## src/rtl/jk_cmd_sequencer.sv

```systemverilog
// JK latch driver: buffers {J,K} commands and replays each one as a
// setup / enable pulse / hold / gap sequence, tracking the expected Q.
module jk_cmd_sequencer #(
  parameter int DEPTH   = 4,
  parameter int PULSE_W = 2,
  parameter int GAP_W   = 1,
  localparam int LW     = $clog2(DEPTH + 1)
) (
  input  logic          clk,
  input  logic          reset,
  input  logic          cmd_valid,
  input  logic [1:0]    cmd,
  output logic          cmd_ready,
  output logic          J,
  output logic          K,
  output logic          enable,
  output logic          q_exp,
  output logic          cmd_done,
  output logic          busy,
  output logic [LW-1:0] level
);

  localparam int AW   = $clog2(DEPTH);
  localparam int CMAX = (PULSE_W > GAP_W) ? PULSE_W : GAP_W;
  localparam int CW   = $clog2(CMAX + 1);

  typedef enum logic [2:0] {
    IDLE,
    SETUP,
    PULSE,
    HOLD,
    GAP
  } state_t;

  state_t        state, state_n;
  logic [CW-1:0] cnt, cnt_n;
  logic [1:0]    cur, cur_n;
  logic          j_n, k_n, en_n;
  logic          done_n, q_n;

  logic [1:0]    mem [DEPTH];
  logic [AW-1:0] wr_ptr, rd_ptr;
  logic [1:0]    head;
  logic          push, pop;
  logic          full, empty;
  logic [CW-1:0] plen_m1;

  assign full      = (level == LW'(DEPTH));
  assign empty     = (level == '0);
  assign cmd_ready = !full;
  assign push      = cmd_valid && !full;
  assign head      = mem[rd_ptr];
  assign busy      = (state != IDLE) || !empty;

  // toggle gets a single enable cycle so the latch cannot race
  assign plen_m1 = (cur == 2'b11) ? '0 : CW'(PULSE_W - 1);

  always_ff @(posedge clk) begin
    if (push)
      mem[wr_ptr] <= cmd;
  end

  always_ff @(posedge clk) begin
    if (reset) begin
      wr_ptr <= '0;
      rd_ptr <= '0;
      level  <= '0;
    end else begin
      if (push)
        wr_ptr <= wr_ptr + AW'(1);
      if (pop)
        rd_ptr <= rd_ptr + AW'(1);
      unique case ({push, pop})
        2'b10:   level <= level + LW'(1);
        2'b01:   level <= level - LW'(1);
        default: level <= level;
      endcase
    end
  end

  always_ff @(posedge clk) begin
    if (reset) begin
      state    <= IDLE;
      cnt      <= '0;
      cur      <= '0;
      J        <= 1'b0;
      K        <= 1'b0;
      enable   <= 1'b0;
      cmd_done <= 1'b0;
      q_exp    <= 1'b0;
    end else begin
      state    <= state_n;
      cnt      <= cnt_n;
      cur      <= cur_n;
      J        <= j_n;
      K        <= k_n;
      enable   <= en_n;
      cmd_done <= done_n;
      q_exp    <= q_n;
    end
  end

  // outputs are computed for the next state and registered
  always_comb begin
    state_n = state;
    cnt_n   = cnt;
    cur_n   = cur;
    j_n     = 1'b0;
    k_n     = 1'b0;
    en_n    = 1'b0;
    done_n  = 1'b0;
    q_n     = q_exp;
    pop     = 1'b0;
    unique case (state)
      IDLE: begin
        if (!empty) begin
          pop     = 1'b1;
          cur_n   = head;
          {j_n, k_n} = head;
          state_n = SETUP;
        end
      end
      SETUP: begin
        {j_n, k_n} = cur;
        en_n    = 1'b1;
        cnt_n   = plen_m1;
        state_n = PULSE;
      end
      PULSE: begin
        {j_n, k_n} = cur;
        if (cnt == '0) begin
          done_n  = 1'b1;
          state_n = HOLD;
          unique case (cur)
            2'b01:   q_n = 1'b0;
            2'b10:   q_n = 1'b1;
            2'b11:   q_n = ~q_exp;
            default: q_n = q_exp;
          endcase
        end else begin
          en_n  = 1'b1;
          cnt_n = cnt - CW'(1);
        end
      end
      HOLD: begin
        cnt_n   = CW'(GAP_W - 1);
        state_n = GAP;
      end
      GAP: begin
        if (cnt != '0) begin
          cnt_n = cnt - CW'(1);
        end else if (!empty) begin
          pop     = 1'b1;
          cur_n   = head;
          {j_n, k_n} = head;
          state_n = SETUP;
        end else begin
          state_n = IDLE;
        end
      end
      default: state_n = IDLE;
    endcase
  end

endmodule
```

## config.mk

```make
export PLATFORM = sky130hd
export DESIGN_NAME = jk_cmd_sequencer
export DESIGN_NICKNAME = d
export VERILOG_FILES = /design/src/rtl/jk_cmd_sequencer.sv
export SDC_FILE = /design/constraint.sdc
export NUM_CORES = 1
export LEC_CHECK = 0
export CORE_MARGIN = 10
export CORE_UTILIZATION = 47
export DETAILED_ROUTE_END_ITERATION = 6
export PLACE_DENSITY = 0.76
export SLEW_MARGIN = 20
export SYNTH_ARGS = -nofsm -noshare
export SYNTH_HDL_FRONTEND = slang
export SYNTH_SLANG_ARGS = --single-unit
```

## constraint.sdc

```tcl
create_clock -name clk -period 2.1 [get_ports clk]
set_input_delay 0.42 -clock clk [delete_from_list [all_inputs] [get_ports clk]]
set_output_delay 0.42 -clock clk [all_outputs]
set_load 0.01 [all_outputs]
```

---- Yosys cells after proc, flatten, opt, wreduce, memory -nomap -nowiden ----
Memories as Yosys holds them, arrays and structs flattened. A register that Yosys moved wholly into a read port is not among the register bits.
Index checks and enable logic that the tools add are counted.
cells by class
  add/sub/neg operators ................... 5
  multipliers ............................. 0
  divide/modulo/power cells ............... 0
  $lt $le $gt $ge ......................... 0
  eq/ne operators ......................... 15
  shifts and indexed selects .............. 0
  mux-type cells .......................... 30
  bitwise logic cells ..................... 2
  reduce and logical (&&, ||, !) cells .... 19
operators by type and width
  kind                   count
  $pmux W3 S5            1
  $mux W1                12
  $mux W2                6
  $ne A2 B2 Y1 const B   5
  $mux W3                3
  $pmux W1 S3            3
  $reduce_and A3 Y1      3
  $pmux W2 S4            1
  $eq A2 B2 Y1 const B   3
  $eq A3 B2 Y1 const B   2
  $eq A3 B3 Y1 const B   2
  $logic_not A3 Y1       2
  $pmux W3 S2            1
  $reduce_bool A2 Y1     3
  $reduce_bool A3 Y1     2
  $add A2 B1 Y2 const B  2
  $eq A2 B1 Y1 const B   2
  $pmux W1 S2            2
  $pmux W2 S2            1
  $reduce_bool A4 Y1     1
  $reduce_or A2 Y1       2
  $add A3 B1 Y3 const B  1
  $eq A3 B1 Y1 const B   1
  $sub A3 B1 Y3 const B  1
  7 further kinds        9
word-level totals
  register bits after elaboration ......... 19
  bits in latches ......................... 0
  RAM bits ................................ 8
  ROM bits ................................ 0
  logic and storage cells ................. 83
  memories kept ........................... 1
memories
  name  words  width  read ports  clocked after Yosys merged registers in  write ports  line  RTL
  mem   4      2      1           1                                        1            41    logic [1:0] mem [DEPTH];

---- Longest topological paths before layout ----
Gate-level depths: netlist of run 1.
  depth in word-level cells ............... 6
  mapped depth ............................ 9
  depth with buffers taken out ............ 9

---- Least setup slack after synthesis of run 1 ----
OpenSTA, ideal clock, no wires.
  path type ............................... register to register
  from .................................... register cnt[1]
  to ...................................... register level[2]
  library setup time ...................... 0.123 ns
  arrival ................................. 2.047 ns
  setup slack ............................. -0.070 ns
  stages on the path, launching flop included .. 10
  period minus slack after synthesis ...... 2.170 ns
  cells stage by stage .................... dfxtp_1 > inv_1 > ha_1 > nand2b_1 > nand3_4 > nor2_1 > fa_1 > and3_1 > mux2i_1 > mux2_1
between the ends
  cells in the longest elaborated chain, start to end .. 5
  elaborated cells on any way between the ends .. 7
  those cells by class .................... 2 x eq/ne; 3 x mux; 2 x reduce/logical
RTL lines
  element                                            line  RTL
  from (decl)                                        36    logic [CW-1:0] cnt, cnt_n;
  from (signal assigned)                             93    cnt <= cnt_n;
  $reduce_bool A2 Y1 (*)                             150   if (cnt != '0) begin
  $mux W1 (*)                                        150
  $pmux W1 S2 (*)                                    114   unique case (state)
  $eq A2 B1 Y1 or $eq A2 B2 Y1 (tied branches)       73    unique case ({push, pop})
  $pmux W3 S2 or $reduce_bool A2 Y1 (tied branches)  -
  to (signal assigned)                               74    2'b10: level <= level + LW'(1);
  to (signal assigned)                               75    2'b01: level <= level - LW'(1);
  to (signal assigned)                               76    default: level <= level;
  to (decl)                                          20    output logic [LW-1:0] level
Mark *: on every way between the ends. The rest lies on a longest branch, timed or not.
A chain may end at the register's enable or synchronous reset.

---- Final worst setup path of run 1 ----
  from .................................... register level[1]
  to ...................................... output busy
between the ends
  cells in the longest elaborated chain, start to end .. 3
RTL lines
  element             line  RTL
  $logic_not A3 Y1    49    assign empty = (level == '0);
  $logic_not A1 Y1    -
  $logic_or A1 B1 Y1  53    assign busy = (state != IDLE) || !empty;
  to (decl)           19    output logic busy,
No other way between the ends.

==> results.ini, run 1 <==
[global_routing]
grt_max_degree = 18
grt_pass1_vias = 989
track_usage_pct = 10.5
antenna_found_initial = 0
overflow = 0
grt_pass1_wl_um = 4420

[outcome]
outcome = finished, final reports clean

[synth]
netlist_top_cells_count = dfxtp_1, nor2_1, a21oi_1
synth_warnings = 0
yosys.area.top_type = dfxtp_1
synth_top_family_by_area = simple AND/OR/NAND/NOR gates
synth_cells = 134
synth_seq_area_share_pct = 47.1
ys_top_cells_by_area = dfxtp_1, edfxtp_1, ha_1
yosys.area_share.adder_pct = 5.89
synth_flop_cell = dfxtp_1
async_flop_share_pct = 0
synth_edf_count = 8
synth_seq_cells = 29
avgSynthCellArea_um2 = 10.5
yosysUniqueCellTypes = 43
netlist.area_leader.share_pct = 30.0
yosysMostFrequentCell = dfxtp_1
netlist_area_mm2 = 0.00140
synthXorXnorAreaFrac_pct = 3.66
synth-simple-area-share_pct = 21.0
synth_compound_area_share_pct = 10.2
syn_nets = 145
muxShareOfSynthArea_pct = 7.23

[floorplanning]
start_util_pct = 50.0
rows = 19
dieArea_mm2 = 0.00557
core_mm2 = 0.00281
die_h_um = 74.6
die-width_um = 74.6
io_pins = 15

[cells_and_area]
drive_gt1_share_pct = 24.1
fin_area_mm2 = 0.00173
antenna_cells = 0
nets = 172
fillerInstances = 234
syn2layout_area_growth_pct = 23.5

[sta]
hold_viol_final = 0
period_share_pct = 97.4
slew_headroom_pct = 78.4
tightest_slew_ps = 319
setup_violations = 0
slew_viol_final = 0
rsz0062_at_grt = false
finalClockSkew_ps = 6.82
max_freq_ghz = 0.489
min_period_ps = 2050

[job]
cap_violations = 0

[placed_design]
gp_congestion = 0.877
detailed_place_hpwl_um = 2110
place_area_mm2 = 0.00165
port_buffers = 14

[worst_setup_path]
end_kind = output port
path_max_fanout = 4
start_kind = flop
crit_arrival_ps = 1630
worst-setup-path-type = reg -> out
cp.required_ps = 1680

[cts]
clkTransAtPathRegs_ps = 90
insertion_delay_ps = 320
numClockSinks = 29
ctsHoldBuffers = 0
cts_htree_levels = 2
cts_tree = yes
root_buffer = clkbuf_4
cts_buffers = 5
clockBufferDepth = 2

[drt]
wl_per_cell_um = 14.1
routed_wl_um = 2720
num_vias = 1047
ant_nets = 0
drc = 0
drtIter0Drc = 76
dr.pass1.iters = 4
viasPerCell = 5.42

[power]
p_leak_uw = 0.000680
total_power_uw = 2400
vdd_drop_max_mv = 0.631
p_per_area_mw_per_mm2 = 1390

[worst_hold_path]
min_path_type = reg -> reg

[cell type report]
cell class                 instances  area [um^2]  area share [%]
tap                               31         38.8            2.24
sequential                        29          664            38.4
timing repair buffer              29          248            14.3
clock buffer                       6         41.3            2.39
inverter                           4         15.0           0.868
multi-input combinational         92          689            39.8
clock inverter                     2         33.8            1.95
[logic make-up (layout without fill, tap and decap cells)]
| kind of cell | Yosys count | after routing |
|---|---|---|
| flops | 29 | 29 |
| buf+inv | 13 | 41 |
| fa+ha+maj | 6 | 6 |
| xor+xnor | 5 | 5 |
| simple gates | 52 | 52 |
| compound gates | 22 | 22 |
| mux | 7 | 7 |
[state kept, by name (all words and copies together) (netlist names), 2 cells and up, named ones only]
register and flops:
cnt 2, rd_ptr 2, level 3, state 3, mem 8, wr_ptr 2, cur 2
[cell usage in the layout, fill, tap and decap left out, types with 3 or more instances in the layout]
| cell | count |
|---|---|
| nand2_1 | 8 |
| clkbuf_4 | 5 |
| nand2b_1 | 4 |
| inv_1 | 4 |
| mux2i_1 | 3 |
| nor2b_1 | 6 |
| ha_1 | 5 |
| dfxtp_1 | 18 |
| a21oi_1 | 10 |
| edfxtp_1 | 8 |
| dfxtp_2 | 3 |
| nor2_1 | 13 |
| nand4_1 | 3 |
| and3_2 | 4 |
| nor3_1 | 3 |
| clkdlybuf4s50_1 | 12 |
| buf_4 | 15 |
[per-layer routing]
layer	up-vias	part of all wire, %	global-route usage [%]
met3	5	5.5	4.52
met5	-	0	0
met4	0	2.2	6.09
met2	16	54	18.6
li1	526	-	-
met1	500	39	9.88
[path summary, 6_finish.rpt]
check,start,end,slack [ps],depth (start not counted)
max,level[1],busy,50,3
max reg2reg,cnt[1],level[2],100,9
min reg2reg,q_exp,q_exp,490,1
min,q_exp,q_exp,490,1
[report_power, final]
group          leakage, uW  total, uW  switching [uW]  internal (uW)
Combinational     0.000393       1130             551            583
Clock            0.0000399        439             191            248
Sequential        0.000247        828             102            727
[critical path: stages, from the launching register on]
cell	delay (ps)
dfxtp_2	320
or3_4	410
or4_1	410
buf_2	160
[metrics by stage]
step / worst slack, ps / setup TNS (ps) / hold slack (ps) / instances / util (%)
2_1_floorplan: 0.911 / 0 / 462 / 134 / -
6_report: 54.7 / 0 / 491 / 193 / 61.7
3_3_place_gp: -71.1 / -71.1 / 465 / 185 / 58.7
3_5_place_dp: -158 / -158 / 472 / 185 / 58.7
4_1_cts: 2.25 / 0 / 488 / 193 / 61.4
5_1_grt: 5.58 / 0 / 514 / 193 / 61.7
[what timing repair did]
action | 4_1_cts | 5_1_grt
setup buffers | 0 | 0
gates resized for setup | 7 | 4
setup endpoints to repair | 3 | 3
cloned | 0 | 0
pin swaps | 0 | 1
No activity file was read; power rests on OpenSTA's default activity.
==> run 2: changes to the inputs <==
- CORE_MARGIN: 10 -> 2
==> run 2 against run 1 <==
Effect of this change:
- the flow now finishes with violations (design-rule violations)
- global-route usage up 5.8 points
- sequential power up 1%
- setup slack better by 17 ps
- core utilization down 0.76 points
- sequential share of layout area up 0.48 points
- register-to-register slack about the same
- fmax up 0.82%
- combinational power about the same
- non-clock buffer count unchanged
- critical path depth unchanged
- flip-flop and latch count unchanged
- largest power group unchanged
- highest routed layer unchanged
==> results.ini, run 2 (synthesis results as in run 1) <==
[sta]
max_freq_ghz = 0.493
slew_headroom_pct = 76.3
finalClockSkew_ps = 5.94
period_share_pct = 96.6
holdWs_ps = 486
min_period_ps = 2030
setup_ws_ps = 71.2
slew_viol_final = 0
tightest_slew_ps = 355
setup_violations = 0
setup-tns-final_ps = 0
rsz0062_at_grt = true
hold_viol_final = 0

[placed_design]
detailed_place_hpwl_um = 1890
place_inst = 185
port_buffers = 14
place_ws_ps = -140
gp_congestion = 0.783

[cells_and_area]
multi_input_area_um2 = 692
nets = 172
mostFrequentLayoutCell = dfxtp_1
post-route-util_pct = 60.9
syn2layout_area_growth_pct = 22.0
top_register = mem
largest_registers = mem: 8 flops, level: 3 flops, state: 3 flops
largest_reg_flops = 8
antenna_cells = 0
stdcell_count = 193
drive_gt1_share_pct = 25.3
ff_latch_area_um2 = 664
mostFrequentLayoutCells = dfxtp_1, buf_4, nor2_1
fillerInstances = 250

[worst_setup_path]
cp.required_ps = 1680
start_kind = flop
worst-setup-path-type = reg -> out
path_max_fanout = 3
end_kind = output port
crit_arrival_ps = 1610

[global_routing]
grt_pass1_wl_um = 4130
overflow = 0
grt_pass1_vias = 1005
antenna_found_initial = 0
grt_max_degree = 10
track_usage_pct = 16.3

[floorplanning]
rows = 19
core_mm2 = 0.00281
start_util_pct = 50.0
die_h_um = 58.6
dieArea_mm2 = 0.00343
die-width_um = 58.6
io_pins = 15

[drt]
drtIter0Drc = 33
ant_nets = 0
num_vias = 1042
routed_wl_um = 2470
dr.pass1.iters = 6
wl_per_cell_um = 12.8
drc = 1
viasPerCell = 5.40

[cts]
insertion_delay_ps = 310
clkTransAtPathRegs_ps = 90
cts_buffers = 5
cts_tree = yes
clockBufferDepth = 2
numClockSinks = 29
cts_htree_levels = 2
root_buffer = clkbuf_4

[worst_hold_path]
min_path_type = reg -> reg

[outcome]
outcome = finished, violations left
violations = design-rule violations

[power]
seqPwrFrac_pct = 37.0
p_sw_uw = 817
vdd_drop_max_mv = 0.630
p_leak_uw = 0.000674
p_per_area_mw_per_mm2 = 1320
internal_power_uw = 1440
switching_share_pct = 36.2
pwr-share-comb_pct = 49.4
p_clk_share_pct = 13.6

[job]
cap_violations = 0

==> run 2: cell types whose count changed in the layout (fill, tap and decap cells not counted) <==
cell,before,now
clkinv_2,0,2
bufinv_16,1,0
clkinv_1,1,0
or3b_1,1,0
or3b_4,0,1
==> run 2: worst max-delay path: stages, from the launching register on <==
cell and delay [ps]:
dfxtp_1 330, or3_4 410, or4_1 400, buf_2 160
==> run 2: area by class of cell <==
cell class | instances | area share, %
timing repair buffer | 29 | 14.5
tap | 31 | 2.27
clock inverter | 2 | 0.586
inverter | 4 | 0.878
multi-input combinational | 92 | 40.5
clock buffer | 6 | 2.42
sequential | 29 | 38.9
==> run 2: final timing paths <==
kind,slack [ps],to,depth (start not counted),startpoint
setup / recovery,70,busy,3,level[2]
hold / removal,490,q_exp,1,q_exp
setup reg to reg,110,level[2],9,cnt[1]
hold reg to reg,490,q_exp,1,q_exp
==> run 2: layer usage <==
| metal | GRT usage [%] | routed length, um | vias up |
|---|---|---|---|
| li1 | - | - | 522 |
| met5 | 0 | 0 | - |
| met3 | 5.27 | 95 | 5 |
| met1 | 18.7 | 1110 | 497 |
| met2 | 27.8 | 1230 | 18 |
| met4 | 7.14 | 34 | 0 |
==> run 2: through the flow <==
stage	total power [uW]	area (um^2)
floorplan	1570	1410
global placement	1920	1650
detailed placement	1960	1650
CTS	2260	1700
global route	2440	1710
finish	2260	1710
==> run 2: what timing repair did <==
item | in CTS | in global routing
hold buffers | 0 | 0
gates resized for setup | 6 | 6
setup endpoints to repair | 2 | 3
hold endpoints to repair | 0 | 0
setup buffers | 0 | 0
==> run 2: power by group through the flow <==
stage / registers [uW] / clock network (uW) / logic [uW]
2_1_floorplan: 840 / 0 / 726
3_3_place_gp: 833 / 0 / 1090
3_5_place_dp: 842 / 0 / 1120
4_1_cts: 833 / 315 / 1110
5_1_grt: 857 / 348 / 1240
6_report: 836 / 308 / 1120
